==> src/rtl/program_loader.sv <==
// program_loader: streams a program into instruction memory from address 0,
// validates it against a trailing 32-bit additive checksum, and releases the
// processor only after a load completes with a matching checksum.
//
// Ports:
//   clk, clr                 clock, synchronous active-high reset
//   load_start, load_len     start pulse and program length (excl. checksum)
//   in_valid, in_data        word stream: program words then checksum
//   in_ready                 loader accepts a word this cycle (state decode)
//   mem_wen/mem_addr/mem_data registered instruction-memory write port
//   cpu_hold, run            processor held in clear / released
//   busy                     load or checksum phase in progress
//   err, err_code            sticky error flag and cause
//   word_count               program words accepted in the current load
module program_loader #(
    parameter int unsigned ADDR_W = 8,
    parameter int unsigned DATA_W = 32,
    parameter int unsigned DEPTH  = 256
) (
    input  logic              clk,
    input  logic              clr,
    input  logic              load_start,
    input  logic [ADDR_W:0]   load_len,
    input  logic              in_valid,
    input  logic [DATA_W-1:0] in_data,
    output logic              in_ready,
    output logic              mem_wen,
    output logic [ADDR_W-1:0] mem_addr,
    output logic [DATA_W-1:0] mem_data,
    output logic              cpu_hold,
    output logic              run,
    output logic              busy,
    output logic              err,
    output logic [1:0]        err_code,
    output logic [ADDR_W:0]   word_count
);

    localparam int unsigned CNT_W = ADDR_W + 1;
    localparam logic [ADDR_W:0] DEPTH_L = CNT_W'(DEPTH);

    localparam logic [1:0] ERR_NONE     = 2'b00;
    localparam logic [1:0] ERR_CHECKSUM = 2'b01;
    localparam logic [1:0] ERR_ZERO_LEN = 2'b10;
    localparam logic [1:0] ERR_TOO_LONG = 2'b11;

    typedef enum logic [2:0] {
        S_IDLE,
        S_LOAD,
        S_CHECK,
        S_RUN,
        S_ERROR
    } state_t;

    state_t            state_q, state_d;
    logic [1:0]        err_code_q, err_code_d;
    logic              start_c;      // begin a new load: latch length, clear counters
    logic              accept_c;     // program word accepted this cycle
    logic [ADDR_W:0]   len_q;
    logic [ADDR_W:0]   wc_q;
    logic [ADDR_W:0]   wc_inc;
    logic [DATA_W-1:0] acc_q;
    logic              mem_wen_q;
    logic [ADDR_W-1:0] mem_addr_q;
    logic [DATA_W-1:0] mem_data_q;
    logic              cpu_hold_q, run_q, busy_q, err_q;

    assign wc_inc = wc_q + CNT_W'(1);

    // State register
    always_ff @(posedge clk) begin
        if (clr) begin
            state_q <= S_IDLE;
        end else begin
            state_q <= state_d;
        end
    end

    // Next-state, error code and datapath strobes
    always_comb begin
        state_d    = state_q;
        err_code_d = err_code_q;
        start_c    = 1'b0;
        accept_c   = 1'b0;
        case (state_q)
            S_IDLE, S_RUN, S_ERROR: begin
                if (load_start) begin
                    // A new request always clears a previous error first.
                    err_code_d = ERR_NONE;
                    if (load_len == '0) begin
                        state_d    = S_ERROR;
                        err_code_d = ERR_ZERO_LEN;
                    end else if (load_len > DEPTH_L) begin
                        state_d    = S_ERROR;
                        err_code_d = ERR_TOO_LONG;
                    end else begin
                        state_d = S_LOAD;
                        start_c = 1'b1;
                    end
                end
            end
            S_LOAD: begin
                if (in_valid) begin
                    accept_c = 1'b1;
                    if (wc_inc == len_q) begin
                        state_d = S_CHECK;
                    end
                end
            end
            S_CHECK: begin
                if (in_valid) begin
                    if (in_data == acc_q) begin
                        state_d = S_RUN;
                    end else begin
                        state_d    = S_ERROR;
                        err_code_d = ERR_CHECKSUM;
                    end
                end
            end
            default: begin
                state_d = S_IDLE;
            end
        endcase
    end

    // Datapath and registered status outputs, decoded from the next state so
    // they change on the same edge as the state.
    always_ff @(posedge clk) begin
        if (clr) begin
            mem_wen_q  <= 1'b0;
            mem_addr_q <= '0;
            mem_data_q <= '0;
            wc_q       <= '0;
            acc_q      <= '0;
            len_q      <= '0;
            err_code_q <= ERR_NONE;
            cpu_hold_q <= 1'b1;
            run_q      <= 1'b0;
            busy_q     <= 1'b0;
            err_q      <= 1'b0;
        end else begin
            mem_wen_q <= accept_c;
            if (accept_c) begin
                mem_addr_q <= wc_q[ADDR_W-1:0];
                mem_data_q <= in_data;
                wc_q       <= wc_inc;
                acc_q      <= acc_q + in_data;
            end
            if (start_c) begin
                wc_q  <= '0;
                acc_q <= '0;
                len_q <= load_len;
            end
            err_code_q <= err_code_d;
            cpu_hold_q <= (state_d != S_RUN);
            run_q      <= (state_d == S_RUN);
            busy_q     <= (state_d == S_LOAD) || (state_d == S_CHECK);
            err_q      <= (state_d == S_ERROR);
        end
    end

    // Ready depends on state only, never on in_valid.
    assign in_ready   = (state_q == S_LOAD) || (state_q == S_CHECK);
    assign mem_wen    = mem_wen_q;
    assign mem_addr   = mem_addr_q;
    assign mem_data   = mem_data_q;
    assign cpu_hold   = cpu_hold_q;
    assign run        = run_q;
    assign busy       = busy_q;
    assign err        = err_q;
    assign err_code   = err_code_q;
    assign word_count = wc_q;

endmodule

==> config.mk <==
export PLATFORM = sky130hd
export DESIGN_NAME = program_loader
export DESIGN_NICKNAME = d
export VERILOG_FILES = /design/src/rtl/program_loader.sv
export SDC_FILE = /design/constraint.sdc
export NUM_CORES = 1
export LEC_CHECK = 0
export ABC_AREA = 1
export CAP_MARGIN = 25
export CELL_PAD_IN_SITES_DETAIL_PLACEMENT = 1
export CELL_PAD_IN_SITES_GLOBAL_PLACEMENT = 1
export CORE_ASPECT_RATIO = 0.5
export CORE_MARGIN = 2
export CORE_UTILIZATION = 45
export DETAILED_ROUTE_END_ITERATION = 6
export DONT_BUFFER_PORTS = 1
export HOLD_SLACK_MARGIN = 0.06
export PLACE_DENSITY = 0.91
export SYNTH_ARGS = -nofsm -noshare
export SYNTH_HDL_FRONTEND = slang
export SYNTH_SLANG_ARGS = --single-unit
==> constraint.sdc <==
create_clock -name clk -period 2.6 [get_ports clk]
set_input_delay 0.78 -clock clk [delete_from_list [all_inputs] [get_ports clk]]
set_output_delay 0.78 -clock clk [all_outputs]
set_load 0.02 [all_outputs]
==> results.md <==
- Status: finished clean
- Port Buf Inserts: 0
- Final Skew: 0.0111 ns
- Max clock buf depth: 2
- Antenna-violating nets left: 0
- Final Hold Fails: 0
- Metal3 WL: 934 um
- Area leader, netlist: dfxtp_1
- Fmax: about 410 MHz
- Place WS: -0.138 ns
- Syn Area/Cell: about 6.4 um^2
- Post-Syn Instances: ~940
- Initial Util: 46.8%
- DRT Pass-1 Iters: 5
- # nets final: 1,047
- Via density: 5.49
- Post-synthesis sequential area ratio: roughly 33%
- Post-Route WL: 19,600 um
- Non-filler cells in the finished layout: between 1,000 and 1,500
- First-iteration detailed-routing DRC count: 424
- Post-detail-place hpwl: 14,900 um
- Die area: 14,400 um^2
- Wire length per cell: roughly 17 um
- Number of global-route vias before repair: about 6,700
- Slew HR: approximately three fifths
- Asr flop ratio synth: 0%
- Unrepaired setup endpoints after global routing: no
- Std-Cell Core Area: around 13,000 um^2
- RD Place Congestion: ~0.92
- Final min period: 2.43 ns
- Cell Area, Placed: between 6000 and 7000 um^2
- Synth top area cells: dfxtp_1, nor2_1, nand2_1
- P_leak: 3.34 nW
- Die outline width: 168 um
- Worst EP required: 2.84 ns
- Clock Root Buffer: clkbuf_16
- Setup crit start kind: primary input
- Layout cell share with drive strength beyond 1: around 8.6%
- Fin area: 6800 um^2
- CP Capture Type: flip-flop
- Post-synth top flop: dfxtp_1
- Global-route wire length before repair: 32,700 um
- Slew @ Worst Pin: 0.587 ns
- Final setup violating endpoints: 0
- Final Cycle Share: 93.3%
- Met1 wire length: approximately 9100 um
- Remaining global-route overflow: 0
- Mapped Area: between 6000 and 7000 um^2
- TritonCTS Buffers: 9
- GRT Util Overall: 28.2%
- Worst-Skew Late Latency: 0.36 ns
- Area growth, synth to finish: 12.9%
- Share of the synthesized area in the top cell type: around a third
- Final Max Tran Viols: 0
- Clock Sinks: 100
- EDFF count, synth: 0
- Placed instance count: 1,127
- H-tree levels: 3
- CP max FO: 4
- Ports: around 100
- Clock tree from TritonCTS: built
- Syn Nets: around 1,000
- Top Layer Used: met4
- Hold Crit Class: reg -> reg
- Crit Path Class: in -> reg
- Post-route setup slack: about 0.17 ns
- Largest net degree at the start of global routing: roughly 100
- Routed wl met2: approximately 9400 um
- Antenna violations before repair: 0
- Via count: 6,280
- FP Rows: 29
- Post-synthesis cell type count: 40
- DRC Markers: 0
- Die H: 85.8 um
- Hold buffers post-CTS: 0
- Setup repair bufs after CTS: 0
- Synth warn: 0
- Worst Path Arrival: 2.67 ns
- FF+latch count, synth: 100
- Reg clk slew, reported paths: 0.08 ns
- Total of max-cap violations: 0
- ANT cells: 0
- Fin util: 52.8%
- Power density cells: 536 nW/um^2
- Peak VDD IR: 0.331 mV
==> power breakdown <==
part	total [W]	switching, W	internal [W]
Sequential	0.00170	0.0000939	0.00160
Combinational	0.000608	0.000391	0.000218
Clock	0.00134	0.000671	0.000673
==> per-stage QoR <==
| stage | TNS (ns) | hold WS (ns) | total power (W) |
|---|---|---|---|
| after floorplan | 0 | 0.444 | 0.00212 |
| after global placement | -0.0310 | 0.456 | 0.00229 |
| after detailed placement | -0.455 | 0.462 | 0.00232 |
| after CTS | 0 | 0.476 | 0.00367 |
| after global routing | 0 | 0.473 | 0.00383 |
| final | 0 | 0.484 | 0.00365 |
==> cells by family after synthesis <==
family,count (synthesis),share of synthesized area [%]
flops,100,33.2
xor+xnor,11,1.60
simple gates,447,30.9
fa+ha+maj,34,7.18
buf+inv,153,9.88
compound gates,192,17.2
==> critical path: stages <==
cell and delay [ns]:
ha_1 0.29, inv_1 0.12, nand3_1 0.11, nor3_1 0.24, nand3_1 0.16, nor2_1 0.32
nor2_1 0.11, nand2_1 0.13, o21ai_1 0.12, o21ai_0 0.21, nor2_1 0.09
==> path summary, 6_finish.rpt <==
kind,from,to,slack [ns],cells after the start
worst min register to register,acc_q[2],acc_q[2],0.48,2
worst max register to register,acc_q[15],err_code[0],0.28,11
worst max-delay path,in_data[15],err_code[0],0.17,11
worst min-delay path,acc_q[2],acc_q[2],0.48,2
==> Yosys cell counts, types with 5 or more instances <==
cell type / instances
clkbuf_1: 13
nand2_1: 164
buf_2: 11
o211ai_1: 6
nor4_1: 5
a21oi_1: 67
xor2_1: 7
o21bai_1: 6
nor3_1: 8
inv_1: 123
nand3_1: 53
ha_1: 33
nor2_2: 5
nand4_1: 11
nor2_1: 187
dfxtp_1: 100
o21ai_0: 94
==> placed cells by master (no fill, tap or decap), drive strengths merged <==
cell,instances
dfxtp,100
inv,128
nand3,53
ha,33
nor3,10
o21ai,99
nand3b,2
and2,1
nand2,168
a31o,1
o21a,2
nor2,194
nand2b,1
buf,47
o211ai,6
or2,2
a31oi,1
a211oi,2
clkbuf,9
a21boi,3
a21o,3
clkinvlp,1
o21bai,7
xor2,7
fa,1
xnor2,4
a21oi,68
nor4,5
clkinv,4
nand4,11
==> flip-flops by register name, summed over array words and instances (netlist names) <==
signal	count
mem_data	32
word_count	9
state_q	3
busy	1
cpu_hold	1
acc_q	32
mem_wen	1
run	1
err	1
mem_addr	8
err_code	2
len_q	9
==> what timing repair did <==
item,CTS,global route
setup endpoints to repair,0,1
resized for setup,0,1
endpoints found under the hold margin,0,0
==> layout make-up <==
cell class,instances,area [um^2]
fill,1765,6080
timing repair buffer,47,390
tap,170,213
clock buffer,9,225
inverter,126,473
multi-input combinational,684,3430
sequential,100,2000
clock inverter,7,71.3
==> routing by layer <==
metal  up-vias  track usage [%]
met4         0             6.80
met2       147             50.9
met3        25             5.58
li1       3084                -
met5         -                0
met1      3024             35.1
Power figures use the tool's default switching activity.
